--- config.mk ---
export PLATFORM = sky130hd
export DESIGN_NAME = tqvp_vgacon_ctrl
export DESIGN_NICKNAME = d
export VERILOG_FILES = /design/src/rtl/tqvp_vgacon_ctrl.sv
export SDC_FILE = /design/constraint.sdc
export NUM_CORES = 1
export LEC_CHECK = 0
export BUFFER_PORTS_ARGS = -buffer_cell sky130_fd_sc_hd__clkbuf_2
export CAP_MARGIN = 25
export CORE_UTILIZATION = 50
export DETAILED_ROUTE_END_ITERATION = 8
export PLACE_DENSITY = 0.8
export SLEW_MARGIN = 20
export SYNTH_ARGS = -nofsm -noshare
export SYNTH_HDL_FRONTEND = slang
export SYNTH_SLANG_ARGS = --single-unit
--- constraint.sdc ---
create_clock -name clk -period 2 [get_ports clk]
set_input_delay 0 -clock clk [delete_from_list [all_inputs] [get_ports clk]]
set_output_delay 0 -clock clk [all_outputs]
set_load 0.02 [all_outputs]
--- src/rtl/tqvp_vgacon_ctrl.sv ---
// rtl/tqvp_vgacon_ctrl.sv - 3x10 text console controller writing a character cell buffer.
// Optional feature macro: VGACON_SCROLL_EN (scroll on row overflow instead of wrapping to the top).
module tqvp_vgacon_ctrl #(
    parameter logic [8:0] FILL_WORD = 9'h020
) (
    input  logic       clk,
    input  logic       rst,
    input  logic       in_valid,
    output logic       in_ready,
    input  logic [8:0] in_data,
    output logic       busy,
    output logic [1:0] cursor_row,
    output logic [3:0] cursor_col,
    output logic       buf_we,
    output logic [4:0] buf_waddr,
    output logic [8:0] buf_wdata,
    output logic [4:0] buf_raddr,
    input  logic [8:0] buf_rdata
);

`ifdef VGACON_SCROLL_EN
    typedef enum logic [1:0] {S_IDLE = 2'd0, S_WRITE = 2'd1, S_CLEAR = 2'd2, S_SCROLL = 2'd3} state_t;
`else
    typedef enum logic [1:0] {S_IDLE = 2'd0, S_WRITE = 2'd1, S_CLEAR = 2'd2} state_t;
`endif

    state_t     state_q, state_d;
    logic [4:0] cnt_q, cnt_d;
    logic [1:0] row_q, row_d;
    logic [3:0] col_q, col_d;
    logic [8:0] data_q, data_d;
    logic       adv_row;
    logic [6:0] code;
    logic [4:0] cell_addr;

    assign code       = in_data[6:0];
    assign cell_addr  = {3'b000, row_q} * 5'd10 + {1'b0, col_q};
    assign cursor_row = row_q;
    assign cursor_col = col_q;
    assign in_ready   = (state_q == S_IDLE) && !rst;
    assign busy       = (state_q != S_IDLE) || rst;

    always_comb begin
        state_d = state_q;
        cnt_d   = cnt_q;
        row_d   = row_q;
        col_d   = col_q;
        data_d  = data_q;
        adv_row = 1'b0;
        case (state_q)
            S_IDLE: begin
                if (in_valid) begin
                    if (code >= 7'h20 && code <= 7'h7E) begin
                        data_d  = in_data;
                        state_d = S_WRITE;
                    end else begin
                        case (code)
                            7'h0A: begin
                                col_d   = 4'd0;
                                adv_row = 1'b1;
                            end
                            7'h0D: col_d = 4'd0;
                            7'h08: if (col_q != 4'd0) col_d = col_q - 4'd1;
                            7'h0C: begin
                                state_d = S_CLEAR;
                                cnt_d   = 5'd0;
                                row_d   = 2'd0;
                                col_d   = 4'd0;
                            end
                            default: ;
                        endcase
                    end
                end
            end
            S_WRITE: begin
                state_d = S_IDLE;
                if (col_q == 4'd9) begin
                    col_d   = 4'd0;
                    adv_row = 1'b1;
                end else begin
                    col_d = col_q + 4'd1;
                end
            end
`ifdef VGACON_SCROLL_EN
            S_SCROLL: begin
                cnt_d = cnt_q + 5'd1;
                if (cnt_q == 5'd29) begin
                    state_d = S_IDLE;
                    cnt_d   = 5'd0;
                end
            end
`endif
            S_CLEAR: begin
                cnt_d = cnt_q + 5'd1;
                if (cnt_q == 5'd29) begin
                    state_d = S_IDLE;
                    cnt_d   = 5'd0;
                end
            end
            default: state_d = S_IDLE;
        endcase

        // Row overflow: scroll the text up one row, or wrap to the top-left cell.
        if (adv_row) begin
            if (row_q == 2'd2) begin
`ifdef VGACON_SCROLL_EN
                state_d = S_SCROLL;
                cnt_d   = 5'd0;
                row_d   = 2'd2;
`else
                row_d   = 2'd0;
`endif
                col_d = 4'd0;
            end else begin
                row_d = row_q + 2'd1;
            end
        end
    end

    always_ff @(posedge clk) begin
        if (rst) begin
            state_q <= S_CLEAR;
            cnt_q   <= 5'd0;
            row_q   <= 2'd0;
            col_q   <= 4'd0;
            data_q  <= FILL_WORD;
        end else begin
            state_q <= state_d;
            cnt_q   <= cnt_d;
            row_q   <= row_d;
            col_q   <= col_d;
            data_q  <= data_d;
        end
    end

`ifndef VGACON_SCROLL_EN
    logic unused_rdata;
    assign unused_rdata = ^buf_rdata;
`endif

    always_comb begin
        buf_we    = 1'b0;
        buf_waddr = cnt_q;
        buf_wdata = FILL_WORD;
        buf_raddr = 5'd0;
        case (state_q)
            S_WRITE: begin
                buf_we    = !rst;
                buf_waddr = cell_addr;
                buf_wdata = data_q;
            end
            S_CLEAR: buf_we = !rst;
`ifdef VGACON_SCROLL_EN
            S_SCROLL: begin
                buf_we = !rst;
                if (cnt_q < 5'd20) begin
                    buf_raddr = cnt_q + 5'd10;
                    buf_wdata = buf_rdata;
                end
            end
`endif
            default: ;
        endcase
    end

endmodule

==> metrics.md <==
| Metric | Value |
|---|---|
| Violated checks | `design-rule violations` |
| Reg clk slew, reported paths | `between 0.1 and 0.15 ns` |
| Residual DRC count | `2` |
| Top cell type's share of synthesized area | `28.5%` |
| Tmin final | `1.91 ns` |
| Slew Limit Fails | `0` |
| Crit-path cells | `ha_1 > inv_1 > fa_1 > xnor2_1 > mux2_2 > clkbuf_2` |
| Htree depth | `1` |
| Starting density of the core | `between 50 and 60%` |
| Largest cells by area after synthesis | `dfxtp_1, ha_1, mux2i_1` |
| CP Max Fanout | `7` |
| Setup crit start kind | `flip-flop` |
| Initial antenna violation count | `0` |
| GRT Util Overall | `21.5%` |
| Drt initial violations | `43` |
| Die Height | `57.6 um` |
| Setup slack, reg-to-reg | `between 0.2 and 0.25 ns` |
| CTS sink cnt | `22` |
| Worst path slowest cell | `dfxtp_2` |
| Ant diodes | `0` |
| Max Clock Freq | `0.525 GHz` |
| Critical path endpoint category | `output pin` |
| Syn avg cell area | `approximately 8.4 um2` |
| Row cnt | `19` |
| Outcome | `finished, violations left` |
| Routed via count | `1420` |
| Synth Instances | `185` |
| CTS tree | `built` |
| Die Wd | `57.6 um` |
| Maximum vdd drop | `0.576 mV` |
| Die area | `3320 um2` |
| Wirelength per Cell | `13.2 um` |
| Final clock skew | `0.00790 ns` |
| Synth-to-layout area growth | `18.0%` |
| Hold Path Stages | `3` |
| CTS root buf | `clkbuf_4` |
| Main flop type after synthesis | `dfxtp_1` |
| Cell with the most instances after synthesis | `dfxtp_1` |
| Final GP Congestion | `approximately 0.85` |
| Async SR Flop Fraction | `0%` |
| Synth warn | `0` |
| Port Buffers | `34` |
| I/O pin cnt | `49` |
| Latest clock arrival within the worst-skew pair | `0.31 ns` |
| Vias in the first global route | `1242` |
| Largest area contributor in the netlist | `dfxtp_1` |
| Grt ovf | `0` |
| Hold Vio Cnt, Final | `0` |
| Crit path max-delay family | `adder cells` |
| Detail Route Antenna Nets | `0` |
| Hpwl dp | `around 2500 um` |
| Core area | `2850 um2` |
| CTS buffer count | `3` |
| #FFs+latches synth | `22` |
| CP arrival | `1.91 ns` |
| Largest net degree at the start of global routing | `22` |
| Hold WC Path Type | `in2reg` |
| Bufs and invs on worst path | `2` |
| Unrepaired setup endpoints after global routing | `no` |
| Setup Buffers After CTS | `0` |
| Worst r2r path cells | `6` |
| Mapped Area | `1550 um2` |
| Avg Vias per Cell | `5.61` |
| Max clock buf depth | `2` |
| Drt total wl | `3340 um` |
| Proportion of layout cells with a drive suffix above 1 | `25.7%` |
| Fin nets | `256` |
| Overall power | `1.42 mW` |
| Synth top cells by count | `dfxtp_1, nand2_1, inv_1, mux2i_1, nor2_1` |
| PwrDens | `778 nW/um2` |
| Crit. path cell count | `6` |
| Final setup fails | `0` |
| DR pass1 iterations | `6` |
| Critical path class | `reg2out` |
| Number of distinct library cells after synthesis | `41` |
| Setup TNS | `0 ns` |
| Slowest stage delay, CP | `0.41 ns` |
| First-pass GRT wire length | `5600 um` |
| EDFF count, synth | `0` |
| Sequential area share after synthesis | `~28%` |
| Req. time, crit path | `roughly 2.0 ns` |
| Maximum Capacitance Violations | `0` |
| Tcrit/Tclk final | `95.3%` |
| Static Leak | `between 0.8 and 0.9 nW` |
-- cells in the final DEF, fill, tap and decap left out, types with 3 or more instances in the layout --
cell type      synthesis  layout
nand3_1                5       5
or3_1                  3       3
dfxtp_1               22      19
inv_1                 12      12
mux2_2                 4       4
mux2i_1               12      12
nand2_1               16      16
and2_1                10      10
a21oi_1                8       8
nand4_1                3       3
a311oi_1               3       3
ha_1                  11      11
clkbuf_4               0       3
conb_1                 1       5
buf_4                  5       5
nor2_1                12      12
nor3b_1                3       3
dfxtp_2                0       3
dlygate4sd3_1          0       3
nand2b_1               5       5
o21ai_0                5       5
a31oi_1                7       7
o211ai_1               3       3
clkbuf_2               0      34
and3_1                 3       3
-- sequential cells by signal, indices dropped and copies added, names as in the netlist --
signal and count:
cursor_row 2, state_q 2, data_q 9, cursor_col 4
cnt_q 5
-- cells by family (layout without fill, tap and decap cells) --
| family | count (synthesis) | in the layout | synth area share (%) |
|---|---|---|---|
| buffers and inverters | 25 | 58 | 7.36 |
| XOR/XNOR | 2 | 2 | 1.13 |
| other | 1 | 5 | 0.242 |
| AO/OA/AOI/OAI | 37 | 37 | 16.7 |
| flip-flops | 22 | 22 | 28.5 |
| multiplexers | 16 | 16 | 10.7 |
| adder cells (fa/ha/maj) | 12 | 12 | 10.2 |
| AND/OR/NAND/NOR | 70 | 70 | 25.2 |
-- final cells by class --
type                            instances  area [um2]
Multi-Input combinational cell        142        1010
Clock inverter                          1        30.0
Clock buffer                            3        22.5
Inverter                               12        45.0
Timing Repair Buffer                   42         238
Sequential cell                        22         444
Fill cell                             257        1030
Tap cell                               31        38.8
-- power breakdown --
group / total [mW] / switching [mW] / internal, mW
clock network: 0.341 / 0.138 / 0.203
logic: 0.549 / 0.331 / 0.219
registers: 0.530 / 0.0405 / 0.490
-- repair_timing --
item,in CTS,in global routing
setup endpoints to repair,1,1
hold endpoints to repair,3,0
resized for setup,2,1
gates cloned,0,0
hold buffers,3,0
-- worst reg2reg max path, stage by stage, from the launching register on --
cell and delay [ns]:
dfxtp_1 0.41, inv_1 0.15, ha_1 0.22, nor3b_1 0.37
mux2i_1 0.26, nand4_1 0.12, a31oi_1 0.19
-- per-stage QoR --
step	std cells	hold WS [ns]	utilization (%)	worst slack, ns	cell area (um2)
2_1_floorplan	189	0.125	-	0.297	1560
3_3_place_gp	246	0.236	61.0	0.287	1740
3_5_place_dp	246	0.241	61.0	0.260	1740
4_1_cts	253	0.00125	63.9	0.0712	1820
5_1_grt	253	0.00919	64.0	0.000218	1830
6_report	253	0.00767	64.0	0.0943	1830
-- path summary, 6_finish.rpt --
check	start	endpoint
setup / recovery	cursor_row[0]	buf_waddr[3]
hold / removal	in_data[5]	data_q[5]
setup reg to reg	cursor_col[0]	cursor_col[0]
hold reg to reg	data_q[5]	data_q[5]
-- per-layer routing --
metal	part of all wire [%]	vias to the layer above	global-route usage, %
met4	1.1	0	5.23
met2	47	35	34.6
li1	-	724	-
met1	48	655	29.8
met5	0	-	0
met3	3.8	6	4.02
(Power assumes the default switching activity.)
